<file path="src/rtl/gb_cpu_sequencer.sv">
// M-cycle sequencer: T-cycle phase, instruction register, CB-prefix flag and
// schedule slot index, with early termination, interrupt dispatch, HALT and lock.
module gb_cpu_sequencer (
    input  logic       clk,
    input  logic       reset_n,
    input  logic [7:0] opcode_fetched,
    input  logic [2:0] instr_len,
    input  logic [2:0] cond_len,
    input  logic       cond_true,
    input  logic       prefix_op,
    input  logic       halt_op,
    input  logic       illegal_op,
    input  logic       ime,
    input  logic       int_req,
    output logic [7:0] ir,
    output logic       cb_prefix,
    output logic [1:0] t_phase,
    output logic [2:0] m_idx,
    output logic       ir_load,
    output logic       instr_done,
    output logic       int_dispatch,
    output logic       halted,
    output logic       locked
);

    typedef enum logic [1:0] {
        S_EXEC,
        S_INT_DISPATCH,
        S_HALTED,
        S_LOCKED
    } state_t;

    state_t     state_q, state_d;
    logic [1:0] t_phase_q, t_phase_d;
    logic [2:0] m_idx_q, m_idx_d;
    logic [7:0] ir_q, ir_d;
    logic       cb_q, cb_d;

    logic       boundary;
    logic [2:0] last_idx;
    logic       instr_end;

    assign boundary  = (t_phase_q == 2'd3);
    // A length of 0 behaves as a single M-cycle instruction.
    assign last_idx  = (instr_len == 3'd0) ? 3'd0 : instr_len - 3'd1;
    assign instr_end = (m_idx_q == last_idx) ||
                       ((cond_len != 3'd0) && (m_idx_q == cond_len - 3'd1) && !cond_true);

    always_ff @(posedge clk or negedge reset_n) begin
        if (!reset_n) begin
            state_q   <= S_EXEC;
            t_phase_q <= 2'd0;
            m_idx_q   <= 3'd0;
            ir_q      <= 8'h00;
            cb_q      <= 1'b0;
        end else begin
            state_q   <= state_d;
            t_phase_q <= t_phase_d;
            m_idx_q   <= m_idx_d;
            ir_q      <= ir_d;
            cb_q      <= cb_d;
        end
    end

    always_comb begin
        state_d    = state_q;
        t_phase_d  = t_phase_q + 2'd1;
        m_idx_d    = m_idx_q;
        ir_d       = ir_q;
        cb_d       = cb_q;
        ir_load    = 1'b0;
        instr_done = 1'b0;
        case (state_q)
            S_EXEC: begin
                if (boundary) begin
                    if (!instr_end) begin
                        m_idx_d = m_idx_q + 3'd1;
                    end else if (illegal_op) begin
                        state_d = S_LOCKED;
                    end else if (halt_op) begin
                        state_d    = S_HALTED;
                        m_idx_d    = 3'd0;
                        instr_done = 1'b1;
                    end else if (int_req && ime && !prefix_op) begin
                        // The overlapped fetch is discarded; ir keeps the finished opcode.
                        state_d    = S_INT_DISPATCH;
                        m_idx_d    = 3'd0;
                        instr_done = 1'b1;
                    end else begin
                        ir_d       = opcode_fetched;
                        cb_d       = prefix_op;
                        m_idx_d    = 3'd0;
                        ir_load    = 1'b1;
                        instr_done = 1'b1;
                    end
                end
            end
            S_INT_DISPATCH: begin
                if (boundary) begin
                    if (m_idx_q == 3'd4) begin
                        state_d = S_EXEC;
                        m_idx_d = 3'd0;
                        ir_d    = opcode_fetched;
                        cb_d    = 1'b0;
                        ir_load = 1'b1;
                    end else begin
                        m_idx_d = m_idx_q + 3'd1;
                    end
                end
            end
            S_HALTED: begin
                m_idx_d = 3'd0;
                if (boundary && int_req) begin
                    if (ime) begin
                        state_d = S_INT_DISPATCH;
                    end else begin
                        state_d = S_EXEC;
                        ir_d    = opcode_fetched;
                        cb_d    = 1'b0;
                        ir_load = 1'b1;
                    end
                end
            end
            S_LOCKED: begin
                t_phase_d = t_phase_q;
            end
            default: begin
                state_d = S_EXEC;
            end
        endcase
    end

    assign ir           = ir_q;
    assign cb_prefix    = cb_q;
    assign t_phase      = t_phase_q;
    assign m_idx        = m_idx_q;
    assign int_dispatch = (state_q == S_INT_DISPATCH);
    assign halted       = (state_q == S_HALTED);
    assign locked       = (state_q == S_LOCKED);

endmodule

</file>
<file path="config.mk">
export PLATFORM = sky130hd
export DESIGN_NAME = gb_cpu_sequencer
export DESIGN_NICKNAME = d
export VERILOG_FILES = /design/src/rtl/gb_cpu_sequencer.sv
export SDC_FILE = /design/constraint.sdc
export NUM_CORES = 1
export LEC_CHECK = 0
export BUFFER_PORTS_ARGS = -buffer_cell sky130_fd_sc_hd__buf_2
export CORE_UTILIZATION = 48
export CTS_CLUSTER_DIAMETER = 80
export CTS_CLUSTER_SIZE = 12
export DETAILED_ROUTE_END_ITERATION = 8
export GPL_ROUTABILITY_DRIVEN = 0
export MAX_ROUTING_LAYER = met4
export PLACE_DENSITY = 0.79
export SETUP_SLACK_MARGIN = 0.2
export SLEW_MARGIN = 10
export SYNTH_ARGS = -nofsm -noshare
export SYNTH_HDL_FRONTEND = slang
export SYNTH_SLANG_ARGS = --single-unit
</file>
<file path="constraint.sdc">
create_clock -name clk -period 2.7 [get_ports clk]
set_clock_uncertainty 0.15 [all_clocks]
set_input_delay 0.27 -clock clk [delete_from_list [all_inputs] [get_ports clk]]
set_output_delay 0.27 -clock clk [all_outputs]
set_load 0.01 [all_outputs]
</file>
==> metrics.cfg <==
[synth]
synth_area_leaders = dfrtp_1, ha_1, mux2_2
synth_top_cell_area_share_pct = 36.20
synth_warnings = 0
synth-seq-cells = 16
synth_top_cell_by_area = dfrtp_1
post_synth_num_cell_types = 31
synth_edf_count = 0
synth-seq-area-share_pct = 36.20
syn_avg_cell_area_um2 = 10.43
async_flop_share_pct = 100.0
postSynthCellCount = 106
syn-num-nets = 139
synth-main-ff-cell = dfrtp_1
syn_area_um2 = 1106
synthMostInstantiatedCell = dfrtp_1
synthTopCellsByCount = dfrtp_1, mux2_2, ha_1, inv_1, nand2_1

[worst_setup_path]
cp-endpoint = ir_load
path_cells = buf_4 > inv_2 > ha_2 > xnor3_1 > o2111ai_2 > o221a_4 > nor2_2 > nand4b_1 > a211oi_2 > buf_2
crit_path_max_fanout = 3
worst-r2r-setup-slack_ns = 0.39
cp_data_arrival_time_ns = 2.05
end_kind = primary output
crit_path_start = cond_len[0]
crit_slowest_cell = xnor3_1
reg2reg_depth = 7
worstPathRequired_ns = 2.28
timing.rr.end = m_idx[0]
slowest_delay_ns = 0.38
start_kind = input pin
critical_path_class = input pin to primary output
r2r-start = m_idx[2]

[clock_network]
clock-sinks = 16
clk_root_buffer_cell = clkbuf_4
cts_tree = built
cts_max_level = 1
cts_buffer_depth = 2
clk_pin_slew_ns = 0.09
insertion_delay_ns = 0.28
cts_buffers = 3

[timing]
hold_violations = 0
rsz0062_at_grt = yes
finalSetupViolCount = 0
worst_slew_pin_slew_ns = 0.4835
timing.final.max_slew_violations = 0
fin_crit_ns = 2.467
tns_ns = 0
slew_headroom_pct = 67.57
clock.fmax_mhz = 405.4
finalCritPeriodShare_pct = 91.37

[power_and_ir_drop]
irDropWorstVdd_v = 0.0006235
netSwitchingFraction_pct = 41.77
p_int_mw = 0.9779
powerDensity_nw_per_um2 = 1161
pwr-share-clk_pct = 9.0
p_leak_nw = 0.7210
power_frac_seq_pct = 26.7
p_sw_mw = 0.7014
totalPowerFinal_mw = 1.679
combPwrFrac_pct = 64.3

[run_status]
status = finished clean

[routing]
routed_wl_mm = 2.331
viasPerCell = 5.374
firstDrtPassIters = 4
wl_per_cell_um = 12.81
vias = 978
drt_iter0_drc = 27
drcViolationCount = 0
drtAntennaViolNets = 0

[floorplanning]
io_pins = 41
row_count = 17
die_width_um = 50.01
start_util_pct = 50.49
die_area_um2 = 2501
core_um2 = 2191
die_h_um = 50.01

[placed_design]
dp_hpwl_mm = 1.823
placedInstanceArea_um2 = 1338
io_buffers = 40

[layout]
fin_nets = 188
drive_above_1_share_pct = 48.05
num_antenna_cells = 0
area_growth_pct = 30.77
stdcell_area_um2 = 1446

[grt]
grt_max_degree = 17
gr-total-overflow = 0
grt_antenna_before_repair = 0
track_usage_pct = 21.15
grt_first_pass_wirelength_mm = 3.870
grt_pass1_vias = 893

[hold_path]
hold_class = input pin to flip-flop

[run]
cap_violations = 0

[worst min path at each step]
stage / start / endpoint / depth (start not counted)
after CTS: opcode_fetched[6] / ir[6] / 2
after global placement: reset_n / ir[4] / 1
final: opcode_fetched[6] / ir[6] / 2
after global routing: opcode_fetched[0] / ir[0] / 2
after floorplan: reset_n / cb_prefix / 0
after detailed placement: reset_n / ir[4] / 1
[kinds of logic (layout without fill, tap and decap cells)]
logic type                 after synthesis  in the layout  share of synthesized area (%)
buffers and inverters                   12             60                          4.751
xor gates and xnor gates                 3              3                          3.620
adders and majority gates               11             11                          12.44
muxes                                   13             13                          13.12
and+or+nand+nor                         31             31                          14.37
AOI/OAI and AO/OA                       20             20                          15.50
DFF                                     16             16                          36.20
[power groups by stage]
| stage | logic [mW] | registers, mW | clock network (mW) |
|---|---|---|---|
| CTS | 1.06 | 0.449 | 0.158 |
| global placement | 0.975 | 0.440 | 0 |
| floorplan | 0.698 | 0.488 | 0 |
| detailed placement | 1.02 | 0.448 | 0 |
| global route | 1.18 | 0.463 | 0.170 |
| finish | 1.08 | 0.448 | 0.151 |
[routing by layer]
metal  vias to the layer above  GRT usage, %  share of wire, %
li1                        472             -                 -
met1                       453         24.27                41
met2                        46         36.00                52
met3                         7         3.395               5.1
met4                         0         9.048               1.2
met5                         -             -                 0
[cell usage in the layout (no fill, tap or decap), types with 2 or more instances in the layout]
cell type  netlist  layout
a22o_1           3       3
nor2_1           8       7
buf_4            0       5
nand2b_1         2       2
buf_2            0      39
nor2b_1          2       2
ha_1            11      10
o31ai_1          2       2
o21ai_0          3       3
nand3_1          2       2
inv_1           11      10
nand2_1         11      11
mux2_2          12      12
clkbuf_4         0       3
dfrtp_1         16      15
[metrics by stage]
step | utilization [%] | cells | hold WS [ns] | setup slack (ns)
after floorplan | - | 106 | -0.1756 | 0.3386
after global placement | 61.05 | 174 | 0.03572 | 0.3231
after detailed placement | 61.05 | 174 | 0.04303 | 0.2523
after CTS | 64.88 | 182 | 0.05391 | 0.2184
after global routing | 66.02 | 182 | 0.04153 | 0.1668
final | 66.02 | 182 | 0.06717 | 0.2331
[sequential cells by signal (all words and copies together) (netlist names)]
signal     cells
ir             8
m_idx          3
state_q        2
t_phase        2
cb_prefix      1
[repair_timing]
action,in CTS,in global routing
resized for setup,6,4
hold buffers,1,0
setup endpoints to repair,1,2
setup buffers,3,0
hold endpoints to repair,16,0
pin swaps,7,4
[worst max-delay path, delay by kind of cell]
family	cells	cell delay [ns]
and+or+nand+nor	2	0.26
adders and majority gates	1	0.17
AOI/OAI and AO/OA	3	0.67
buffers and inverters	3	0.31
xor gates and xnor gates	1	0.38
[area by class of cell]
cell class              instances  area [um^2]
fillers                       174        744.5
multi-input cells              78        689.4
flip-flops and latches         16        401.6
repair buffers                 45        242.7
inverters                      11        41.29
clock buffers                   4        36.28
well taps                      28        35.03
Note: power is estimated with default switching activity, not from simulation.
